[src/rtl/sha256_k_scan.sv]
// SHA-256 round-constant scanner: walks Kt through a registered ROM and shows one byte on LEDs.
// Optional define SHA256_K_SCAN_CHECKSUM_EN adds a per-sweep XOR checksum output port.

module SHA256_K_mem (
  input  logic        hwclk,
  input  logic [5:0]  addr,
  output logic [31:0] k
);

  // FIPS 180-4 round constants, one-cycle registered read.
  always_ff @(posedge hwclk) begin
    case (addr)
      6'd0:  k <= 32'h428a2f98;
      6'd1:  k <= 32'h71374491;
      6'd2:  k <= 32'hb5c0fbcf;
      6'd3:  k <= 32'he9b5dba5;
      6'd4:  k <= 32'h3956c25b;
      6'd5:  k <= 32'h59f111f1;
      6'd6:  k <= 32'h923f82a4;
      6'd7:  k <= 32'hab1c5ed5;
      6'd8:  k <= 32'hd807aa98;
      6'd9:  k <= 32'h12835b01;
      6'd10: k <= 32'h243185be;
      6'd11: k <= 32'h550c7dc3;
      6'd12: k <= 32'h72be5d74;
      6'd13: k <= 32'h80deb1fe;
      6'd14: k <= 32'h9bdc06a7;
      6'd15: k <= 32'hc19bf174;
      6'd16: k <= 32'he49b69c1;
      6'd17: k <= 32'hefbe4786;
      6'd18: k <= 32'h0fc19dc6;
      6'd19: k <= 32'h240ca1cc;
      6'd20: k <= 32'h2de92c6f;
      6'd21: k <= 32'h4a7484aa;
      6'd22: k <= 32'h5cb0a9dc;
      6'd23: k <= 32'h76f988da;
      6'd24: k <= 32'h983e5152;
      6'd25: k <= 32'ha831c66d;
      6'd26: k <= 32'hb00327c8;
      6'd27: k <= 32'hbf597fc7;
      6'd28: k <= 32'hc6e00bf3;
      6'd29: k <= 32'hd5a79147;
      6'd30: k <= 32'h06ca6351;
      6'd31: k <= 32'h14292967;
      6'd32: k <= 32'h27b70a85;
      6'd33: k <= 32'h2e1b2138;
      6'd34: k <= 32'h4d2c6dfc;
      6'd35: k <= 32'h53380d13;
      6'd36: k <= 32'h650a7354;
      6'd37: k <= 32'h766a0abb;
      6'd38: k <= 32'h81c2c92e;
      6'd39: k <= 32'h92722c85;
      6'd40: k <= 32'ha2bfe8a1;
      6'd41: k <= 32'ha81a664b;
      6'd42: k <= 32'hc24b8b70;
      6'd43: k <= 32'hc76c51a3;
      6'd44: k <= 32'hd192e819;
      6'd45: k <= 32'hd6990624;
      6'd46: k <= 32'hf40e3585;
      6'd47: k <= 32'h106aa070;
      6'd48: k <= 32'h19a4c116;
      6'd49: k <= 32'h1e376c08;
      6'd50: k <= 32'h2748774c;
      6'd51: k <= 32'h34b0bcb5;
      6'd52: k <= 32'h391c0cb3;
      6'd53: k <= 32'h4ed8aa4a;
      6'd54: k <= 32'h5b9cca4f;
      6'd55: k <= 32'h682e6ff3;
      6'd56: k <= 32'h748f82ee;
      6'd57: k <= 32'h78a5636f;
      6'd58: k <= 32'h84c87814;
      6'd59: k <= 32'h8cc70208;
      6'd60: k <= 32'h90befffa;
      6'd61: k <= 32'ha4506ceb;
      6'd62: k <= 32'hbef9a3f7;
      default: k <= 32'hc67178f2;
    endcase
  end

endmodule

module sha256_k_scan #(
  parameter int CLK_DIV_WIDTH = 16,
  parameter bit LED_INVERT    = 1'b0
) (
  input  logic        hwclk,
  input  logic        reset,
  input  logic [1:0]  mode,
  input  logic        step,
  input  logic [1:0]  lane_sel,
  output logic [7:0]  LEDs,
  output logic [5:0]  round_out,
  output logic        sweep_done
`ifdef SHA256_K_SCAN_CHECKSUM_EN
  ,
  output logic [31:0] checksum
`endif
);

  typedef enum logic [2:0] {IDLE, RUN, STEP, SWEEP, DONE} state_t;

  localparam logic [CLK_DIV_WIDTH-1:0] DIV_ONE   = CLK_DIV_WIDTH'(1);
  localparam logic [7:0]               LED_RESET = LED_INVERT ? 8'hFF : 8'h00;

  state_t                     state, state_nxt;
  logic [CLK_DIV_WIDTH-1:0]   div_cnt;
  logic                       tick;
  logic                       step_q, step_rise;
  logic [5:0]                 round, round_nxt, round_d;
  logic                       sweep_start;
  logic [31:0]                k_word;
  logic                       k_valid;
  logic [7:0]                 lane_byte;

  function automatic state_t mode_state(input logic [1:0] m);
    case (m)
      2'b01:   return RUN;
      2'b10:   return STEP;
      2'b11:   return SWEEP;
      default: return IDLE;
    endcase
  endfunction

  assign tick      = &div_cnt;
  assign step_rise = step & ~step_q;

  always_ff @(posedge hwclk) begin
    if (reset) begin
      div_cnt <= '0;
      step_q  <= 1'b0;
      state   <= IDLE;
      round   <= 6'd0;
    end else begin
      div_cnt <= div_cnt + DIV_ONE;
      step_q  <= step;
      state   <= state_nxt;
      round   <= round_nxt;
    end
  end

  // SWEEP and DONE only leave when mode stops being 11; the other states follow mode directly.
  always_comb begin
    state_nxt = state;
    case (state)
      SWEEP: begin
        if (mode != 2'b11)
          state_nxt = mode_state(mode);
        else if (tick && round == 6'd63)
          state_nxt = DONE;
      end
      DONE: begin
        if (mode != 2'b11)
          state_nxt = mode_state(mode);
      end
      default: state_nxt = mode_state(mode);
    endcase
  end

  // The state being entered picks the single event (tick or step edge) that may advance the round.
  always_comb begin
    sweep_start = (state != SWEEP) && (state != DONE) && (state_nxt == SWEEP);
    round_nxt   = round;
    sweep_done  = (state == DONE);
    case (state_nxt)
      RUN:   if (tick)        round_nxt = round + 6'd1;
      STEP:  if (step_rise)   round_nxt = round + 6'd1;
      SWEEP: begin
        if (sweep_start)      round_nxt = 6'd0;
        else if (tick)        round_nxt = round + 6'd1;
      end
      default: ;
    endcase
  end

  SHA256_K_mem u_k_mem (
    .hwclk (hwclk),
    .addr  (round),
    .k     (k_word)
  );

  always_comb begin
    case (lane_sel)
      2'd0:    lane_byte = k_word[7:0];
      2'd1:    lane_byte = k_word[15:8];
      2'd2:    lane_byte = k_word[23:16];
      default: lane_byte = k_word[31:24];
    endcase
  end

  // k_valid keeps the reset pattern on the LEDs until the ROM has produced a word for round 0.
  always_ff @(posedge hwclk) begin
    if (reset) begin
      round_d   <= 6'd0;
      k_valid   <= 1'b0;
      LEDs      <= LED_RESET;
      round_out <= 6'd0;
    end else begin
      round_d <= round;
      k_valid <= 1'b1;
      if (k_valid) begin
        LEDs      <= lane_byte ^ {8{LED_INVERT}};
        round_out <= round_d;
      end
    end
  end

`ifdef SHA256_K_SCAN_CHECKSUM_EN
  logic       sweep_adv;
  logic [1:0] csum_pipe;

  assign sweep_adv = (state == SWEEP) && (state_nxt == SWEEP) && tick;

  // A newly entered sweep round has its Kt in k_word two edges later; fold it in then.
  always_ff @(posedge hwclk) begin
    if (reset) begin
      csum_pipe <= 2'b00;
      checksum  <= 32'd0;
    end else begin
      csum_pipe <= {csum_pipe[0], sweep_start | sweep_adv};
      if (sweep_start)
        checksum <= 32'd0;
      else if (csum_pipe[1] && state == SWEEP)
        checksum <= checksum ^ k_word;
    end
  end
`endif

endmodule

[config.mk]
export PLATFORM = sky130hd
export DESIGN_NAME = sha256_k_scan
export DESIGN_NICKNAME = d
export VERILOG_FILES = /design/src/rtl/sha256_k_scan.sv
export SDC_FILE = /design/constraint.sdc
export NUM_CORES = 1
export LEC_CHECK = 0
export CORE_MARGIN = 2
export CORE_UTILIZATION = 55
export DETAILED_ROUTE_END_ITERATION = 7
export PLACE_DENSITY = 0.73
export SYNTH_ARGS = -nofsm -noshare
export SYNTH_HDL_FRONTEND = slang
export SYNTH_SLANG_ARGS = --single-unit
export TNS_END_PERCENT = 50
[constraint.sdc]
create_clock -name hwclk -period 3.4 [get_ports hwclk]
set_input_delay 0.51 -clock hwclk [delete_from_list [all_inputs] [get_ports hwclk]]
set_output_delay 0.51 -clock hwclk [all_outputs]
set_load 0.02 [all_outputs]
After elaboration in Yosys (flattened, before gate mapping)
Memory sizes are Yosys's and may differ from the RTL's. A register that Yosys moved wholly into a read port is not among the register bits.
Index checks and enable logic that the tools add are counted.
- add/subtract/negate cells: 2
- reductions and logical operators: 7
- bitwise logic cells: 2
- muxes and demuxes: 11
- eq/ne operators: 15
- operator list (kind ; number):
    $pmux 8 s3 ; 1
    $mux 6 ; 3
    $pmux 6 s3 ; 1
    $add 16x1->16 const B ; 1
    $reduce_and 16->1 ; 1
    $eq 3x2->1 const B ; 3
    $mux 3 ; 3
    $add 6x1->6 const B ; 1
    $eq 2x2->1 const B ; 3
    $eq 6x6->1 const B ; 1
    $pmux 2 s3 ; 1
    $pmux 3 s2 ; 1
    $eq 2x1->1 const B ; 2
    $ne 2x2->1 const B ; 2
    $eq 3x1->1 const B ; 1
    $eq 3x3->1 const B ; 1
    $logic_and 1x1->1 ; 3
    $ne 3x2->1 const B ; 1
    $ne 3x3->1 const B ; 1
    $reduce_bool 3->1 ; 1
    $logic_not 2->1 ; 1
    $reduce_and 2->1 ; 1
    $and 1x1->1 ; 1
    $mux 1 ; 1
    $not 1->1 ; 1
- output and inout port bits: 15
- input bits: 7
- logic and storage cells: 46
- flip-flop bits (word level): 47
- ROM bits: 2048
- memories: 1
- memories (name ; words ; bits a word ; rd ports ; clocked after Yosys merged registers in ; write ports ; line ; RTL):
    (no name shown) ; 64 ; 32 ; 1 ; 1 ; 0 ; 12 ; case (addr)

Depth between registers and ports, before layout
Gate-level depths: netlist of run 1.
- depth after elaboration: 9
- depth in mapped cells: 9
- mapped depth without buffers: 7

Cells and area by module
A second synthesis of run 1 with hierarchy kept.
- cells, all modules: 723
- area total of the unflattened synthesis: 5874.4 µm²
- modules (own cells, without submodules) (module ; times used ; seq. area each (µm²) ; cells each ; area an instance (µm²)):
    SHA256_K_mem ; 1 ; 640.6 ; 514 ; 3756.1
    sha256_k_scan ; 1 ; 940.9 ; 209 ; 2118.3

Worst setup path before layout of run 1
Ideal clock, no wire load.
- kind: flip-flop to flip-flop
- start point: reg round[1]
- end point: reg u_k_mem.k[5]
- slack: 0.611 ns
- stages on the path, launching flop included: 9
- arrival: 2.655 ns
- buffers on the path: 2
- period minus slack after synthesis: 2.789 ns
- setup time: 0.134 ns
- required time: 3.266 ns
- cells stage by stage: dfxtp_1 clkbuf_1 clkinv_1 ha_1 clkbuf_1 nor2_1 mux4_2 a2111oi_0 a21oi_1
- RTL lines (element ; line ; RTL):
    start, declared ; 109 ; logic [5:0] round, round_nxt, round_d;
    start signal, assigned ; 137 ; round <= round_nxt;
    end, declared ; 7 ; output logic [31:0] k

==> results_dict.tcl, run 1 <==
set metrics [dict create \
    status "completed" \
    required_ns 3.72 \
    drc_errors 0 \
    wl_um 20270 \
    ys_warn_count 0 \
    slew_viol_final 0 \
    holdPathStages 2 \
    drt_iter0_drc 1123 \
    synth_ff_type "dfxtp_1" \
    die_h_um 107.3 \
    grt_usage 0.3512 \
    holdBufCountCts 0 \
    layout_commonest_cell "nor2_1" \
    cts_setup_buffers 0 \
    slew_headroom 0.4168 \
    end_kind "register" \
    skew_ns 0.02565 \
    regArea_mm2 0.001590 \
    synth-seq-cells 79 \
    dieArea_mm2 0.01151 \
    cap_violations 0 \
    detail_route.wl_per_cell_um 22.85 \
    grt_pass1_vias 5439 \
    hold_viol_final 0 \
    htreeDepth 3 \
    use_met2 0.4959 \
    holdWs_ns 0.4742 \
    cp_num_cells 7 \
    hold_path_class "reg2reg" \
    gp_congestion 1.033 \
    async_flop_share 0 \
    use_met1 0.4829 \
    start_util 0.5684 \
    cts_resized 0 \
    r2r-start "round[0]" \
    ant_nets 0 \
    overflow 0 \
    p_leak_uw 0.002307 \
    r2r_cells 7 \
    antenna_found_initial 1 \
    grtUsageMet3 0.1102 \
    cts_buffers 9 \
    ioPinCount 22 \
    first_pass_iters 5 \
    arrival_ns 3.08 \
    hold_path_end "round_out[0]" \
    cp_cell_sequence "inv_1 > buf_4 > ha_1 > nor2_1 > or3_1 > a221oi_1 > a21o_1" \
    layout_common_cells "89 x nor2_1, 76 x dfxtp_1, 76 x nand2_1" \
    reg2reg_to "u_k_mem.k[6]" \
    die_w_um 107.3 \
    fin_setup_tns_ns 0 \
    synth_edf_count 0 \
    max_stage_delay_ns 0.62 \
    cts_root_buf "clkbuf_8" \
    min_from "round_d[0]" \
    power_density_mw_per_mm2 306.8 \
    nFillCells 948 \
    cp-start-kind "register" \
    worstMarginPinSlew_ns 0.8736 \
    fin_crit_sh 0.8119 \
    ir_drop_v 0.0002002 \
    cp_num_buf_inv 2 \
    numPortBuffers 21 \
    numClockSinks 79 \
    synth_cell_types 65 \
    setup_slack_ns 0.6395 \
    r2r_slack_ns 0.64 \
    grt_first_pass_wirelength_um 30550 \
    max-clock-path-buffers 2 \
    critPathSlowestCell "ha_1" \
    synth_area_per_cell_um2 7.611 \
    syn_nets 801 \
    rsz0062_at_grt "false" \
    grt_max_degree 85 \
    clkLatencyLatePin_ns 0.37 \
    vias 6229 \
    top_usage_layer "met2" \
    area_growth_pct 7.804 \
    hpwlAfterDp_um 13930 \
    crit_type "reg2reg" \
    coreArea_mm2 0.01032 \
    max_freq_mhz 362.3 \
    critPathTopFamily "compound AO/OA/AOI/OAI gates" \
    nets 776 \
    synth_cells 771 \
    syn_area_mm2 0.005868 \
    period_minus_slack_ns 2.761 \
    viasPerCell 7.023 \
    setup_viol 0 \
    layout-drive-gt1-share 0.08921 \
    post-place-ws_ns 0.8402 \
    n_antenna_cell 0 \
    num_rows 37 \
    clk_pin_slew_ns 0.10 \
    worstPathMaxFanout 12 \
    ys_seq_area_frac 0.2695 \
    cts_tree "done" \
    multi_input_area_mm2 0.003935 \
]
-- kinds of logic after synthesis --
kind of cell	after synthesis	synth area share
fa+ha+maj	23	0.04904
buf+inv	91	0.05992
flops	79	0.2695
compound gates	244	0.2791
xor+xnor	15	0.02239
mux	37	0.09531
simple gates	282	0.2247
-- per-stage QoR --
step / std cells / util / total power, uW / instance area, um2
finish: 887 / 0.6128 / 1941 / 6326
CTS: 887 / 0.6128 / 1941 / 6326
detailed placement: 871 / 0.5937 / 1242 / 6130
global route: 887 / 0.6128 / 2010 / 6326
floorplan: 771 / - / 1156 / 5868
global placement: 871 / 0.5937 / 1238 / 6130
-- per-layer routing --
| metal | vias up | wire length, um |
|---|---|---|
| met4 | 2 | 1059 |
| met5 | - | 10 |
| met1 | 2888 | 8064 |
| met3 | 103 | 2698 |
| li1 | 2759 | - |
| met2 | 477 | 8441 |
-- worst max-delay path by stage --
stage             start             to
6_report       round[0]   u_k_mem.k[6]
5_1_grt        round[2]  u_k_mem.k[28]
4_1_cts        round[0]   u_k_mem.k[6]
3_5_place_dp   round[0]   u_k_mem.k[6]
3_3_place_gp   round[1]  u_k_mem.k[30]
2_1_floorplan  round[1]   u_k_mem.k[5]
-- synth_stat cells (3+ instances only) --
library cell | count | share of area
or3_1 | 8 | 0.0085
buf_2 | 8 | 0.0068
o21a_1 | 4 | 0.0051
a21o_1 | 3 | 0.0038
o211ai_1 | 21 | 0.027
inv_1 | 13 | 0.0083
buf_1 | 14 | 0.0090
dfxtp_1 | 79 | 0.27
nand3_1 | 17 | 0.014
nor3_1 | 29 | 0.025
a211oi_1 | 17 | 0.022
xnor2_1 | 10 | 0.015
mux4_2 | 15 | 0.058
nand4_1 | 3 | 0.0032
o211a_1 | 3 | 0.0051
nand2b_1 | 15 | 0.016
a21oi_1 | 64 | 0.055
mux2i_1 | 21 | 0.036
a311oi_1 | 4 | 0.0060
and2_1 | 6 | 0.0064
clkbuf_1 | 54 | 0.035
a22o_1 | 3 | 0.0045
or2_2 | 5 | 0.0053
a2111oi_0 | 3 | 0.0045
o31ai_1 | 7 | 0.0090
xor2_1 | 5 | 0.0075
nor2_1 | 89 | 0.057
a31oi_1 | 11 | 0.012
o311ai_0 | 10 | 0.015
nand2_1 | 76 | 0.049
nor2b_1 | 24 | 0.026
a221oi_1 | 7 | 0.010
o21ai_0 | 56 | 0.048
ha_1 | 23 | 0.049
-- sequential cells by signal, summed over array words and instances, names as in the netlist --
register / cells
LEDs: 8
div_cnt: 16
k_valid: 1
round: 6
round_d: 6
round_out: 6
state: 3
step_q: 1
u_k_mem.k: 32
-- where the power goes --
part / switching (uW) / leakage (uW) / internal [uW]
combinational: 154 / 0.00157 / 104
clock: 367 / 0.0000968 / 344
sequential: 18.3 / 0.000645 / 953
-- worst reg2reg max path, delay by kind of cell, from the launching register on --
kind / cells / cell delay, ns
adders and majority gates: 1 / 0.62
and+or+nand+nor: 2 / 0.69
AOI/OAI and AO/OA: 2 / 0.70
DFF: 1 / 0.32
buffers and inverters: 2 / 0.41
-- cell type report --
| type | instances | share of cell area |
|---|---|---|
| flip-flops and latches | 79 | 0.2514 |
| multi-input cells | 601 | 0.6220 |
| clock buffers | 10 | 0.02017 |
| clock inverters | 6 | 0.01088 |
| well taps | 136 | 0.02690 |
| inverters | 15 | 0.008900 |
| repair buffers | 40 | 0.05973 |
No activity file was read; power rests on OpenSTA's default activity.
==> run 2, diff against run 1 <==
--- a/config.mk
+++ b/config.mk
@@ -8,7 +8,7 @@
 export CORE_MARGIN = 2
 export CORE_UTILIZATION = 55
 export DETAILED_ROUTE_END_ITERATION = 7
-export PLACE_DENSITY = 0.73
+export PLACE_DENSITY = 0.76
 export SYNTH_ARGS = -nofsm -noshare
 export SYNTH_HDL_FRONTEND = slang
 export SYNTH_SLANG_ARGS = --single-unit
==> constraint.sdc (replaced) <==
create_clock -name hwclk -period 2.5 [get_ports hwclk]
set_input_delay 0.375 -clock hwclk [delete_from_list [all_inputs] [get_ports hwclk]]
set_output_delay 0.375 -clock hwclk [all_outputs]
set_load 0.02 [all_outputs]
==> results_dict.tcl, run 2 (synthesis gave the netlist of run 1 again) <==
set metrics [dict create \
    status "completed" \
    coreArea_mm2 0.01032 \
    regMostFlops "u_k_mem.k" \
    fin_crit_sh 0.9738 \
    end_kind "register" \
    r2r_slack_ns 0.07 \
    crit_type "reg2reg" \
    max-clock-path-buffers 2 \
    worstPathMaxFanout 30 \
    hold_viol_final 0 \
    cts_setup_buffers 0 \
    first_pass_iters 7 \
    layout_common_cells "89 x nor2_1, 76 x nand2_1, 75 x dfxtp_1" \
    hpwlAfterDp_um 15380 \
    holdPathStages 2 \
    dieArea_mm2 0.01151 \
    numClockSinks 79 \
    arrival_ns 2.76 \
    grt_pass1_vias 5852 \
    cp-start-kind "register" \
    rsz0062_at_grt "false" \
    cts_buffers 9 \
    area_growth_pct 11.51 \
    numPortBuffers 21 \
    fin_setup_tns_ns 0 \
    gp_congestion 1.068 \
    largest_register_ffs 32 \
    design_area_mm2 0.006544 \
    cp_cell_sequence "buf_4 > ha_1 > buf_4 > a21oi_1 > o311ai_0 > o31a_1" \
    layout_commonest_cell "nor2_1" \
    grt_max_degree 69 \
    detail_route.wl_per_cell_um 23.86 \
    start_util 0.5684 \
    clkLatencyLatePin_ns 0.38 \
    ioPinCount 22 \
    grt_usage 0.3857 \
    n_antenna_cell 0 \
    vias 6296 \
    nets 801 \
    critPathTopFamily "compound AO/OA/AOI/OAI gates" \
    cts_resized 0 \
    overflow 0 \
    cts_root_buf "clkbuf_8" \
    hold_path_end "round_out[0]" \
    min_from "round_d[0]" \
    power_density_mw_per_mm2 419.3 \
    worst_path_most_repeated_cell "buf_4" \
    htreeDepth 3 \
    drc_errors 0 \
    r2r-start "round[0]" \
    top_regs "u_k_mem.k (32), div_cnt (16), LEDs (8)" \
    max_stage_delay_ns 0.88 \
    drt_iter0_drc 1195 \
    final_util 0.6339 \
    cap_violations 0 \
    num_rows 37 \
    cp_num_buf_inv 2 \
    worstMarginPinSlew_ns 1.041 \
    critPathSlowestCell "o311ai_0" \
    r2r_cells 6 \
    skew_ns 0.01882 \
    required_ns 2.83 \
    ant_nets 0 \
    p_leak_uw 0.002445 \
    die_h_um 107.3 \
    period_minus_slack_ns 2.434 \
    hold_path_class "reg2reg" \
    antenna_found_initial 0 \
    die_w_um 107.3 \
    holdBufCountCts 0 \
    ir_drop_v 0.0003503 \
    cts_tree "done" \
    max_freq_mhz 410.8 \
    cp_num_cells 6 \
    layout-drive-gt1-share 0.1211 \
    place_area_mm2 0.006332 \
    grt_first_pass_wirelength_um 33520 \
    slew_viol_final 0 \
    viasPerCell 6.904 \
    clk_pin_slew_ns 0.10 \
    setup_viol 0 \
    wl_um 21760 \
    nFillCells 912 \
    reg2reg_to "u_k_mem.k[28]" \
    slew_headroom 0.2969 \
]
run 2: cell count changes in the layout (fill, tap and decap cells not counted), sizes merged:
cell    previous run  this run
buf               19        44
bufinv             1         2
clkinv             5         4
run 2: worst max path at each step:
stage / from / endpoint / slack [ns]
finish: round[0] / u_k_mem.k[28] / 0.07
CTS: state[0] / sweep_done / 0.13
floorplan: round[1] / u_k_mem.k[5] / 0.05
global placement: round[0] / u_k_mem.k[28] / 0.17
global route: state[0] / sweep_done / 0.02
detailed placement: round[1] / u_k_mem.k[9] / 0.22
run 2: power by group:
group          leakage [uW]  total [uW]  internal (uW)  switching (uW)
Combinational       0.00169         370            155             215
Sequential         0.000645        1320           1300            27.3
Clock              0.000107        1050            560             490
run 2: stage by stage:
step | worst slack, ns | instances | power (uW) | hold WS [ns]
global route | 0.02237 | 912 | 2831 | 0.5033
CTS | 0.1287 | 912 | 2734 | 0.4755
detailed placement | 0.2209 | 896 | 1707 | 0.4559
finish | 0.06558 | 912 | 2744 | 0.4740
floorplan | 0.05273 | 771 | 1573 | 0.4302
global placement | 0.1662 | 896 | 1702 | 0.4463
run 2: metal layers:
layer	track usage	up-vias	routed length [um]
met2	0.5628	509	9099
met4	0.1698	0	1088
li1	-	2803	-
met5	0	-	0
met3	0.1392	106	3191
met1	0.5104	2878	8380
run 2: worst reg2reg max path, cell delays in order (launching register included):
cell      delay, ns
dfxtp_2        0.33
buf_4          0.33
ha_1           0.27
buf_4          0.23
a21oi_1        0.09
o311ai_0       0.88
o31a_1         0.28
run 2: layout make-up:
class	count	area [um2]	area share
inverter	15	57.56	0.008795
sequential	79	1592	0.2432
clock inverter	6	83.83	0.01281
timing repair buffer	65	578.1	0.08834
clock buffer	10	127.6	0.01950
multi-input combinational	601	3935	0.6013
tap	136	170.2	0.02600
